==> src/rtl/mcu_loader_pkg.sv <==
// Shared definitions for the MCU program loader: FSM state encoding, frame sync byte
// and the default inter-byte timeout (used when built with LOADER_TIMEOUT_EN).
package mcu_loader_pkg;

  typedef enum logic [2:0] {
    ST_IDLE = 3'd0,
    ST_LEN  = 3'd1,
    ST_DATA = 3'd2,
    ST_CSUM = 3'd3,
    ST_DONE = 3'd4,
    ST_ERR  = 3'd5
  } state_e;

  localparam logic [7:0] SYNC_BYTE       = 8'hA5;
  localparam int         TIMEOUT_CYC_DEF = 1000;

endpackage

==> src/rtl/mcu_prog_loader_if.sv <==
// Byte-stream input, instruction-memory write port and core-control status of the loader.
// Optional build macro LOADER_TIMEOUT_EN does not change this interface.
interface mcu_prog_loader_if #(
  parameter int ADDR_W = 8
);

  // A byte transfers in a cycle where rx_valid and rx_ready are both high at the rising
  // edge; rx_data must be stable while rx_valid is high, and there is no other qualifier.
  logic              rx_valid;
  logic [7:0]        rx_data;
  logic              rx_ready;
  logic              mem_we;
  logic [ADDR_W-1:0] mem_addr;
  logic [7:0]        mem_wdata;
  logic              cpu_rst_n;
  logic              load_done;
  logic              load_err;

  modport master (
    output rx_valid, rx_data,
    input  rx_ready, mem_we, mem_addr, mem_wdata, cpu_rst_n, load_done, load_err
  );

  modport slave (
    input  rx_valid, rx_data,
    output rx_ready, mem_we, mem_addr, mem_wdata, cpu_rst_n, load_done, load_err
  );

endinterface

==> src/rtl/loader_timer.sv <==
// Inter-byte watchdog: flags the TIMEOUT_CYC-th consecutive enabled cycle without a byte.
// Instantiated by mcu_prog_loader only when LOADER_TIMEOUT_EN is defined.
module loader_timer #(
  parameter int TIMEOUT_CYC = 1000
) (
  input  logic clk,
  input  logic rst_n,
  input  logic en_i,
  input  logic clr_i,
  output logic expired_o
);

  localparam int CW = $clog2(TIMEOUT_CYC + 1);

  logic [CW-1:0] cnt_q, cnt_d;

  always_comb begin
    cnt_d = cnt_q;
    if (!en_i || clr_i) begin
      cnt_d = '0;
    end else if (cnt_q != CW'(TIMEOUT_CYC)) begin
      cnt_d = cnt_q + CW'(1);
    end
  end

  always_ff @(posedge clk or negedge rst_n) begin
    if (!rst_n) begin
      cnt_q <= '0;
    end else begin
      cnt_q <= cnt_d;
    end
  end

  // cnt_q idle cycles have already elapsed; this one completes the budget.
  assign expired_o = en_i && !clr_i && (cnt_q == CW'(TIMEOUT_CYC - 1));

endmodule

==> src/rtl/mcu_prog_loader.sv <==
// Frame-based program loader: A5 | N | N data bytes | sum, written to instruction memory
// while the core is held in reset. Define LOADER_TIMEOUT_EN to abort on inter-byte silence.
module mcu_prog_loader #(
  parameter int ADDR_W      = 8,
  parameter int TIMEOUT_CYC = mcu_loader_pkg::TIMEOUT_CYC_DEF
) (
  input  logic                   clk,
  input  logic                   reset,
  mcu_prog_loader_if.slave       bus,
  output mcu_loader_pkg::state_e state_o
);

  import mcu_loader_pkg::*;

  state_e            state_q, state_d;
  logic              ready_q;
  logic [7:0]        len_q, len_d;
  logic [7:0]        cnt_q, cnt_d;
  logic [7:0]        sum_q, sum_d;
  logic              we_q, we_d;
  logic [ADDR_W-1:0] addr_q, addr_d;
  logic [7:0]        wdata_q, wdata_d;
  logic              accept;
  logic              timeout_hit;

  assign accept = bus.rx_valid && ready_q;

`ifdef LOADER_TIMEOUT_EN
  loader_timer #(
    .TIMEOUT_CYC(TIMEOUT_CYC)
  ) u_timer (
    .clk      (clk),
    .rst_n    (reset),
    .en_i     ((state_q == ST_LEN) || (state_q == ST_DATA) || (state_q == ST_CSUM)),
    .clr_i    (accept),
    .expired_o(timeout_hit)
  );
`else
  // TIMEOUT_CYC only has meaning in the timeout build.
  logic unused_timeout_cfg;
  assign unused_timeout_cfg = (TIMEOUT_CYC > 0);
  assign timeout_hit        = 1'b0;
`endif

  always_comb begin
    state_d = state_q;
    len_d   = len_q;
    cnt_d   = cnt_q;
    sum_d   = sum_q;
    we_d    = 1'b0;
    addr_d  = addr_q;
    wdata_d = wdata_q;
    case (state_q)
      ST_IDLE, ST_DONE, ST_ERR: begin
        if (accept && (bus.rx_data == SYNC_BYTE)) begin
          state_d = ST_LEN;
          cnt_d   = '0;
          sum_d   = '0;
        end
      end
      ST_LEN: begin
        if (accept) begin
          if (bus.rx_data == 8'd0) begin
            state_d = ST_ERR;
          end else begin
            len_d   = bus.rx_data;
            state_d = ST_DATA;
          end
        end
      end
      ST_DATA: begin
        if (accept) begin
          we_d    = 1'b1;
          wdata_d = bus.rx_data;
          addr_d  = ADDR_W'(cnt_q);
          cnt_d   = cnt_q + 8'd1;
          sum_d   = sum_q + bus.rx_data;
          if (cnt_q == len_q - 8'd1) begin
            state_d = ST_CSUM;
          end
        end
      end
      ST_CSUM: begin
        if (accept) begin
          state_d = (bus.rx_data == sum_q) ? ST_DONE : ST_ERR;
        end
      end
      default: state_d = ST_IDLE;
    endcase
    // A byte arriving in the expiring cycle wins, since the timer is cleared by it.
    if (timeout_hit) begin
      state_d = ST_ERR;
    end
  end

  always_ff @(posedge clk or negedge reset) begin
    if (!reset) begin
      state_q <= ST_IDLE;
      ready_q <= 1'b0;
      len_q   <= '0;
      cnt_q   <= '0;
      sum_q   <= '0;
      we_q    <= 1'b0;
      addr_q  <= '0;
      wdata_q <= '0;
    end else begin
      state_q <= state_d;
      ready_q <= 1'b1;
      len_q   <= len_d;
      cnt_q   <= cnt_d;
      sum_q   <= sum_d;
      we_q    <= we_d;
      addr_q  <= addr_d;
      wdata_q <= wdata_d;
    end
  end

  assign bus.rx_ready  = ready_q;
  assign bus.mem_we    = we_q;
  assign bus.mem_addr  = addr_q;
  assign bus.mem_wdata = wdata_q;
  assign bus.cpu_rst_n = (state_q == ST_DONE);
  assign bus.load_done = (state_q == ST_DONE);
  assign bus.load_err  = (state_q == ST_ERR);
  assign state_o       = state_q;

endmodule

==> src/flat_wrapper.sv <==
// flat-port wrapper written by rule: the top's interface ports become plain ports
module mcu_prog_loader_flat import mcu_loader_pkg::*;
#(
  parameter int ADDR_W      = 8,
  parameter int TIMEOUT_CYC = mcu_loader_pkg::TIMEOUT_CYC_DEF
)
  (clk, reset, state_o, bus_rx_valid, bus_rx_data, bus_rx_ready, bus_mem_we, bus_mem_addr, bus_mem_wdata, bus_cpu_rst_n, bus_load_done, bus_load_err);
  mcu_prog_loader_if #(.ADDR_W(ADDR_W)) bus_i ();
  input  logic clk;
  input  logic reset;
  output mcu_loader_pkg::state_e state_o;
  input wire logic [$bits(bus_i.rx_valid)-1:0] bus_rx_valid;
  input wire logic [$bits(bus_i.rx_data)-1:0] bus_rx_data;
  output wire logic [$bits(bus_i.rx_ready)-1:0] bus_rx_ready;
  output wire logic [$bits(bus_i.mem_we)-1:0] bus_mem_we;
  output wire logic [$bits(bus_i.mem_addr)-1:0] bus_mem_addr;
  output wire logic [$bits(bus_i.mem_wdata)-1:0] bus_mem_wdata;
  output wire logic [$bits(bus_i.cpu_rst_n)-1:0] bus_cpu_rst_n;
  output wire logic [$bits(bus_i.load_done)-1:0] bus_load_done;
  output wire logic [$bits(bus_i.load_err)-1:0] bus_load_err;
  assign bus_i.rx_valid = bus_rx_valid;
  assign bus_i.rx_data = bus_rx_data;
  assign bus_rx_ready = bus_i.rx_ready;
  assign bus_mem_we = bus_i.mem_we;
  assign bus_mem_addr = bus_i.mem_addr;
  assign bus_mem_wdata = bus_i.mem_wdata;
  assign bus_cpu_rst_n = bus_i.cpu_rst_n;
  assign bus_load_done = bus_i.load_done;
  assign bus_load_err = bus_i.load_err;
  mcu_prog_loader #(.ADDR_W(ADDR_W), .TIMEOUT_CYC(TIMEOUT_CYC)) u_core (.clk(clk), .reset(reset), .bus(bus_i), .state_o(state_o));
endmodule
==> config.mk <==
export PLATFORM = sky130hd
export DESIGN_NAME = mcu_prog_loader_flat
export DESIGN_NICKNAME = d
export VERILOG_FILES = /design/src/rtl/mcu_loader_pkg.sv /design/src/rtl/mcu_prog_loader_if.sv /design/src/rtl/loader_timer.sv /design/src/rtl/mcu_prog_loader.sv /design/src/flat_wrapper.sv
export SDC_FILE = /design/constraint.sdc
export NUM_CORES = 1
export LEC_CHECK = 0
export ABC_CLOCK_PERIOD_IN_PS = 4010
export CORE_MARGIN = 2
export CORE_UTILIZATION = 40
export DETAILED_ROUTE_END_ITERATION = 10
export PLACE_DENSITY_LB_ADDON = 0.2
export SYNTH_ARGS = -nofsm -noshare
export SYNTH_HDL_FRONTEND = slang
export SYNTH_SLANG_ARGS = --single-unit
==> constraint.sdc <==
create_clock -name clk -period 4.01 [get_ports clk]
set_input_delay 0.802 -clock clk [delete_from_list [all_inputs] [get_ports clk]]
set_output_delay 0.802 -clock clk [all_outputs]
set_load 0.03 [all_outputs]
==> results.sh, run 1 <==
export IMPL_fin_cells=375
export IMPL_route_detailed_drc=0
export IMPL_fp_dieH_um=83.3
export IMPL_drive_gt1_frac=0.0833
export IMPL_syn_to_final_growth_pct=17.8
export IMPL_max_cap_viol_count=0
export IMPL_finalPower_uw=824
export IMPL_start_util=0.420
export IMPL_grt_pass1_wl_um=9800
export IMPL_power_density_nw_per_um2=278
export IMPL_start_kind="input pin"
export IMPL_hp_start="u_core.bus.mem_addr[0]"
export IMPL_die_area_um2=6930
export IMPL_fmax_mhz=367
export IMPL_synth_top_cell_by_area="dfrtp_1"
export IMPL_nets=320
export IMPL_fill_cells=574
export IMPL_layout_commonest_cell="nand2_1"
export IMPL_gr_total_overflow=0
export IMPL_tightest_slew_ps=1020
export IMPL_antenna_found_initial=0
export IMPL_cts_hold_fix_buffers=0
export IMPL_crit_type="input pin to flop"
export IMPL_ys_top_cells_by_area="dfrtp_1 (45%), nand2_1 (10%), ha_1 (4.5%), xnor2_1 (3.5%), mux2_2 (3.1%)"
export IMPL_async_reset_ff_frac=1.00
export IMPL_layout_common_cells="nand2_1 (70), dfrtp_1 (45), clkdlybuf4s50_1 (33)"
export IMPL_crit_top_cell="a21o_1"
export IMPL_max_stage_delay_ps=510
export IMPL_drtIter0Drc=114
export IMPL_vias=2026
export IMPL_clk_insertion_delay_late_ps=300
export IMPL_clock_skew_ps=4.70
export IMPL_diodes=0
export IMPL_crit_buf_inv=1
export IMPL_avgSynthCellArea_um2=9.24
export IMPL_crit_path_end_kind="flop"
export IMPL_placedCellCount=367
export IMPL_synth_distinct_cells=55
export IMPL_io_buffers=34
export IMPL_cts_buffers=5
export IMPL_via_per_inst=5.40
export IMPL_synth_edff_count=0
export IMPL_yosysSeqAreaShare=0.448
export IMPL_setup_ws_ps=1280
export IMPL_slew_viol_final=0
export IMPL_period_share=0.680
export IMPL_drt_first_pass_iters=6
export IMPL_cts_clk_slew_worst_paths_ps=90
export IMPL_yosys_warnings=0
export IMPL_fp_coreArea_um2=5990
export IMPL_ios=35
export IMPL_path_cells="clkdlybuf4s50_1 > ha_1 > fa_1 > a21o_1 > a21o_1 > a21o_1 > a311oi_1 > o21ai_0"
export IMPL_hp_class="flop to flop"
export IMPL_crit_path_max_fanout=5
export IMPL_setup_viol=0
export IMPL_cp_required_ps=4190
export IMPL_multiInputGateArea_um2=1280
export IMPL_track_usage=0.173
export IMPL_wire_per_inst_um=15.1
export IMPL_synth_ff_type="dfrtp_1"
export IMPL_setup_tns_ps=0
export IMPL_dp_slack_ps=961
export IMPL_worstSetupStartpoint="bus_rx_data[0]"
export IMPL_grt_pass1_vias=1969
export IMPL_crit_family="compound AO/OA/AOI/OAI gates"
export IMPL_leakage_uw=0.00136
export IMPL_clockRootBuffer="clkbuf_8"
export IMPL_area_sequential_um2=1130
export IMPL_synthesis_area_um2=2510
export IMPL_h_tree_depth=2
export IMPL_clockBufferDepth=2
export IMPL_row_count=28
export IMPL_netlist_instances=272
export IMPL_cts_tree="yes"
export IMPL_relSlewSlack=0.320
export IMPL_gp_congestion=0.834
export IMPL_hpwl_um=3950
export IMPL_post_cts_buffers=0
export IMPL_r2r_start="u_core.state_o[1]"
export IMPL_synth_fp_nets=293
export IMPL_critPathSlowestCell="clkdlybuf4s50_1"
export IMPL_ir_drop_mv=0.165
export IMPL_min_period_ps=2730
export IMPL_cp_arrival_ps=2900
export IMPL_finalHoldViolations=0
export IMPL_status="complete, no violations"
export IMPL_ant_nets=0
export IMPL_synth_top_cell_area_share=0.448
export IMPL_grt_max_degree=46
export IMPL_routed_wl_um=5680
export IMPL_postCtsResizedCells=0
export IMPL_ys_ff_latch=45
export IMPL_rsz0062_at_grt="no"
export IMPL_die_w_um=83.3
export IMPL_cts_sinks=45
[per-stage QoR]
step	utilization	instance area, um^2	hold slack [ps]
4_1_cts	0.494	2960	486
2_1_floorplan	-	2510	454
6_report	0.494	2960	479
5_1_grt	0.494	2960	500
3_3_place_gp	0.480	2880	456
3_5_place_dp	0.480	2880	467
[synth_stat cells (2+ instances only)]
cell type,instances
a31o_2,2
nor3_1,5
buf_2,5
o22ai_1,5
nor2_1,11
and3_1,2
nand2b_1,4
clkbuf_1,7
xor2_1,4
nand4_1,3
nand3_1,4
nor4b_1,2
xnor2_1,10
ha_1,9
a21oi_1,6
inv_1,7
a2111oi_0,2
nor4_1,4
dfrtp_1,45
nand2_1,70
o21ai_1,2
or4_1,2
o21ai_0,15
mux2_2,7
a21o_1,4
a211oi_1,4
mux2i_1,2
a22oi_1,2
[worst paths after layout]
check                                               to  slack (ps)  depth (start not counted)
worst max register to register         u_core.cnt_q[6]        1800                          6
min in group asynchronous       u_core.bus.mem_addr[1]         670                          1
worst max-delay path                   u_core.sum_q[6]        1280                          8
worst min-delay path            u_core.bus.mem_addr[0]         480                          2
worst min register to register  u_core.bus.mem_addr[0]         480                          2
max in group asynchronous              u_core.len_q[3]        2720                          1
[per-layer routing]
| metal | GRT usage | up-vias | part of all wire |
|---|---|---|---|
| met3 | 0.0308 | 4 | 0.035 |
| met5 | 0 | - | 0 |
| met4 | 0.0477 | 0 | 0.0081 |
| met2 | 0.271 | 44 | 0.46 |
| met1 | 0.246 | 972 | 0.50 |
| li1 | - | 1006 | - |
[area by class of cell]
type / instances / share of cell area
Multi-Input combinational cell: 204 / 0.433
Sequential cell: 45 / 0.380
Timing Repair Buffer: 35 / 0.116
Tap cell: 75 / 0.0317
Clock buffer: 5 / 0.0232
Inverter: 8 / 0.0101
Clock inverter: 3 / 0.00591
[report_power, final]
part / internal (uW) / switching [uW] / leakage [uW]
Combinational: 31.2 / 47.2 / 0.000714
Sequential: 457 / 6.19 / 0.000606
Clock: 121 / 162 / 0.0000439
[sequential cells by signal, indices dropped and copies added (netlist names)]
name and cells:
u_core.bus.mem_addr 8, u_core.cnt_q 8, u_core.state_o 3, u_core.bus.mem_wdata 8, u_core.sum_q 8, u_core.bus.rx_ready 1, u_core.len_q 8, u_core.bus.mem_we 1
[cells by family after synthesis]
logic type | Yosys count | synth area share
simple gates | 116 | 0.220
compound gates | 53 | 0.139
flops | 45 | 0.448
buf+inv | 23 | 0.0418
xor+xnor | 15 | 0.0577
fa+ha+maj | 10 | 0.0528
mux | 9 | 0.0393
other cells | 1 | 0.00149
[worst reg2reg max path: stages (launching register included)]
cell and delay, ps:
dfrtp_1 480, or3b_4 300, nand2b_4 370, inv_2 220
a21oi_1 490, o21ai_0 190, o21ai_1 100
(Power assumes the default switching activity.)
==> run 2, diff against run 1 <==
- ABC_CLOCK_PERIOD_IN_PS: 4010 -> 2600
- clock period: 4.01 -> 2.6 ns (I/O delays scaled with it)
==> results.sh, run 2 (synthesized netlist as in run 1, its figures left out) <==
export IMPL_status="complete, no violations"
export IMPL_track_usage=0.182
export IMPL_crit_type="flop to output pin"
export IMPL_cts_hold_fix_buffers=0
export IMPL_slew_viol_final=0
export IMPL_cp_required_ps=2080
export IMPL_fin_area_um2=3110
export IMPL_clockRootBuffer="clkbuf_8"
export IMPL_cp_arrival_ps=1810
export IMPL_ios=35
export IMPL_fp_dieH_um=83.3
export IMPL_setup_viol=0
export IMPL_vias=2085
export IMPL_dp_slack_ps=-35.3
export IMPL_die_w_um=83.3
export IMPL_ant_nets=0
export IMPL_fill_cells=560
export IMPL_crit_path_max_fanout=9
export IMPL_setup_ws_ps=271
export IMPL_via_per_inst=5.32
export IMPL_ir_drop_mv=0.262
export IMPL_die_area_um2=6930
export IMPL_antenna_found_initial=0
export IMPL_period_share=0.896
export IMPL_routed_wl_um=5850
export IMPL_drtIter0Drc=86
export IMPL_post_cts_buffers=0
export IMPL_drt_met1_wl_um=2770
export IMPL_clockBufferDepth=2
export IMPL_nets=337
export IMPL_wire_per_inst_um=14.9
export IMPL_place_area_um2=3020
export IMPL_diodes=0
export IMPL_hpwl_um=4400
export IMPL_cts_buffers=5
export IMPL_power_density_nw_per_um2=417
export IMPL_cts_sinks=45
export IMPL_cts_clk_slew_worst_paths_ps=100
export IMPL_fmax_mhz=429
export IMPL_min_period_ps=2330
export IMPL_syn_to_final_growth_pct=23.5
export IMPL_gp_congestion=0.837
export IMPL_met3_length_um=199
export IMPL_routed_top_layer="met4"
export IMPL_hp_class="input pin to async pin"
export IMPL_crit_path_end_kind="output pin"
export IMPL_drt_first_pass_iters=4
export IMPL_grt_pass1_vias=2034
export IMPL_finalHoldViolations=0
export IMPL_route_detailed_drc=0
export IMPL_row_count=28
export IMPL_layout_commonest_cell="nand2_1"
export IMPL_io_buffers=34
export IMPL_postCtsResizedCells=0
export IMPL_met2_length_um=2800
export IMPL_h_tree_depth=2
export IMPL_clock_skew_ps=11.5
export IMPL_gr_total_overflow=0
export IMPL_setup_tns_ps=0
export IMPL_rsz0062_at_grt="no"
export IMPL_tightest_slew_ps=564
export IMPL_start_util=0.420
export IMPL_clk_insertion_delay_late_ps=300
export IMPL_fp_coreArea_um2=5990
export IMPL_drive_gt1_frac=0.132
export IMPL_cts_tree="yes"
export IMPL_start_kind="flop"
export IMPL_max_cap_viol_count=0
export IMPL_relSlewSlack=0.614
export IMPL_layout_common_cells="nand2_1 (70), dfrtp_1 (45), clkdlybuf4s50_1 (33)"
export IMPL_grt_pass1_wl_um=10200
export IMPL_leakage_uw=0.00145
export IMPL_grt_max_degree=26
[run 2: critical path, stage by stage (launching register included)]
cell and delay, ps:
dfrtp_1 470, nand2b_1 210, nor2_1 130, clkdlybuf4s50_1 680
[run 2: final timing paths]
kind                       slack, ps                   start                       to  depth (start not counted)
setup reg to reg                 320         u_core.len_q[0]        u_core.state_o[0]                          7
hold / removal                   160                   reset        u_core.state_o[1]                          1
hold reg to reg                  480  u_core.bus.mem_addr[0]   u_core.bus.mem_addr[0]                          2
setup / recovery                 270       u_core.state_o[1]            bus_load_done                          3
min in group clk                 480  u_core.bus.mem_addr[0]   u_core.bus.mem_addr[0]                          2
max in group asynchronous       1750                   reset  u_core.bus.mem_wdata[4]                          2
[run 2: final cells by class]
type	count	area (um^2)	area share
clock inverters	3	21.3	0.00685
flip-flops and latches	45	1130	0.363
repair buffers	52	483	0.156
inverters	8	30.0	0.00967
multi-input cells	204	1280	0.413
well taps	75	93.8	0.0302
clock buffers	5	68.8	0.0222
[run 2: layer usage]
layer	track usage	vias up
li1	-	1041
met1	0.235	999
met2	0.304	37
met3	0.0398	8
met4	0.0581	0
met5	0	-
[run 2: through the flow]
step                      utilization  instances  hold slack, ps  power, uW
after floorplan                     -        272             224        789
after global placement          0.503        384             456        859
after detailed placement        0.503        384             461        860
after CTS                       0.518        392             168       1310
after global routing            0.518        392             195       1360
final                           0.518        392             163       1300
[run 2: report_power, final]
| part | switching, uW | internal, uW |
|---|---|---|
| sequential | 9.33 | 705 |
| combinational | 74.9 | 55.1 |
| clock | 261 | 191 |
| total | 345 | 951 |
==> run 3, diff against run 2 <==
- ABC_CLOCK_PERIOD_IN_PS: 2600 -> 2800
- CORE_MARGIN: 2 -> default
- clock period: 2.6 -> 2.8 ns (I/O delays scaled with it)
==> results.sh, run 3 (synthesized netlist as in run 1, its figures left out) <==
export IMPL_status="complete, no violations"
export IMPL_power_density_nw_per_um2=426
export IMPL_fmax_mhz=414
export IMPL_hp_class="input pin to async pin"
export IMPL_io_buffers=34
export IMPL_cts_buffers=5
export IMPL_clk_insertion_delay_late_ps=300
export IMPL_gr_total_overflow=0
export IMPL_drive_gt1_frac=0.107
export IMPL_layout_common_cells="nand2_1 (70), dfrtp_1 (45), clkdlybuf4s50_1 (33)"
export IMPL_postCtsResizedCells=0
export IMPL_period_share=0.862
export IMPL_crit_type="input pin to flop"
export IMPL_ios=35
export IMPL_fp_coreArea_um2=5990
export IMPL_wire_per_inst_um=15.4
export IMPL_finalPower_uw=1300
export IMPL_seqPwrFrac=0.509
export IMPL_clockRootBuffer="clkbuf_8"
export IMPL_fin_util=0.511
export IMPL_cp_arrival_ps=2590
export IMPL_fp_dieH_um=81.3
export IMPL_clkPwrFrac=0.400
export IMPL_grt_pass1_wl_um=10100
export IMPL_placedCellCount=376
export IMPL_layout_commonest_cell="nand2_1"
export IMPL_vias=2057
export IMPL_crit_path_max_fanout=6
export IMPL_start_util=0.420
export IMPL_p_sw_frac=0.237
export IMPL_setup_tns_ps=0
export IMPL_syn_to_final_growth_pct=21.7
export IMPL_drtIter0Drc=150
export IMPL_setup_viol=0
export IMPL_h_tree_depth=2
export IMPL_leakage_uw=0.00142
export IMPL_max_cap_viol_count=0
export IMPL_fill_cells=556
export IMPL_fin_cells=384
export IMPL_drt_first_pass_iters=4
export IMPL_route_detailed_drc=0
export IMPL_antenna_found_initial=0
export IMPL_gp_congestion=0.872
export IMPL_row_count=28
export IMPL_grt_max_degree=33
export IMPL_intPower_uw=994
export IMPL_routed_wl_um=5920
export IMPL_grt_pass1_vias=2033
export IMPL_nets=329
export IMPL_tightest_slew_ps=593
export IMPL_slew_viol_final=0
export IMPL_netSwitchingPower_uw=310
export IMPL_diodes=0
export IMPL_relSlewSlack=0.604
export IMPL_min_period_ps=2410
export IMPL_cts_clk_slew_worst_paths_ps=90
export IMPL_ir_drop_mv=0.247
export IMPL_clockBufferDepth=2
export IMPL_cp_required_ps=2970
export IMPL_track_usage=0.207
export IMPL_combPwrFrac=0.091
export IMPL_worstSetupStartpoint="bus_rx_data[1]"
export IMPL_finalHoldViolations=0
export IMPL_cts_hold_fix_buffers=0
export IMPL_r2r_start="u_core.sum_q[0]"
export IMPL_post_cts_buffers=0
export IMPL_cts_sinks=45
export IMPL_crit_path_end_kind="flop"
export IMPL_die_area_um2=6600
export IMPL_via_per_inst=5.36
export IMPL_hpwl_um=4270
export IMPL_reg2reg_depth=7
export IMPL_cts_tree="yes"
export IMPL_die_w_um=81.3
export IMPL_clock_skew_ps=4.90
export IMPL_start_kind="input pin"
export IMPL_ant_nets=0
export IMPL_rsz0062_at_grt="no"
-- run 3: changes by cell type in the layout (fill, tap and decap cells not counted) --
cell | previous run | this run
buf_4 | 17 | 10
buf_12 | 1 | 0
bufinv_16 | 0 | 1
clkbuf_1 | 0 | 1
clkbuf_8 | 5 | 6
clkinv_2 | 1 | 0
clkinvlp_4 | 1 | 0
inv_6 | 1 | 0
-- run 3: critical path, stage by stage --
cell	delay, ps
clkdlybuf4s50_1	570
fa_1	520
a21o_1	170
a21o_1	200
a21o_1	180
a311oi_1	270
o21ai_0	120
-- run 3: cell type report --
| cell class | count | area [um^2] | area share |
|---|---|---|---|
| sequential | 45 | 1130 | 0.368 |
| timing repair buffer | 44 | 410 | 0.134 |
| inverter | 8 | 30.0 | 0.00982 |
| tap | 75 | 93.8 | 0.0307 |
| multi-input combinational | 204 | 1280 | 0.419 |
| clock inverter | 1 | 30.0 | 0.00982 |
| clock buffer | 7 | 86.3 | 0.0282 |
-- run 3: metal layers --
metal	wire length (um)	vias up	global-route usage	part of all wire
li1	-	1020	-	-
met1	2790	984	0.263	0.47
met2	2750	41	0.332	0.46
met3	199	12	0.0472	0.034
met4	178	0	0.0964	0.030
met5	0	-	0	0
-- run 3: final timing paths --
| kind | endpoint | slack [ps] |
|---|---|---|
| hold / removal | u_core.cnt_q[6] | 140 |
| setup / recovery | u_core.sum_q[6] | 390 |
| setup reg to reg | u_core.sum_q[6] | 710 |
| hold reg to reg | u_core.bus.mem_addr[4] | 480 |
| min in group clk | u_core.bus.mem_addr[4] | 480 |
| max in group asynchronous | u_core.bus.mem_we | 1930 |
-- run 3: power groups by stage --
stage               clock network (uW)  registers (uW)  logic, uW
floorplan                            0             678       54.5
global placement                     0             677        119
detailed placement                   0             677        119
CTS                                531             664        119
global route                       565             665        131
finish                             522             664        118
-- run 3: metrics by stage --
stage / hold slack, ps / area [um^2] / setup WS (ps)
5_1_grt: 137 / 3060 / 306
6_report: 136 / 3060 / 386
4_1_cts: 142 / 3060 / 391
2_1_floorplan: 264 / 2510 / 671
3_3_place_gp: 457 / 2940 / 163
3_5_place_dp: 462 / 2940 / 107
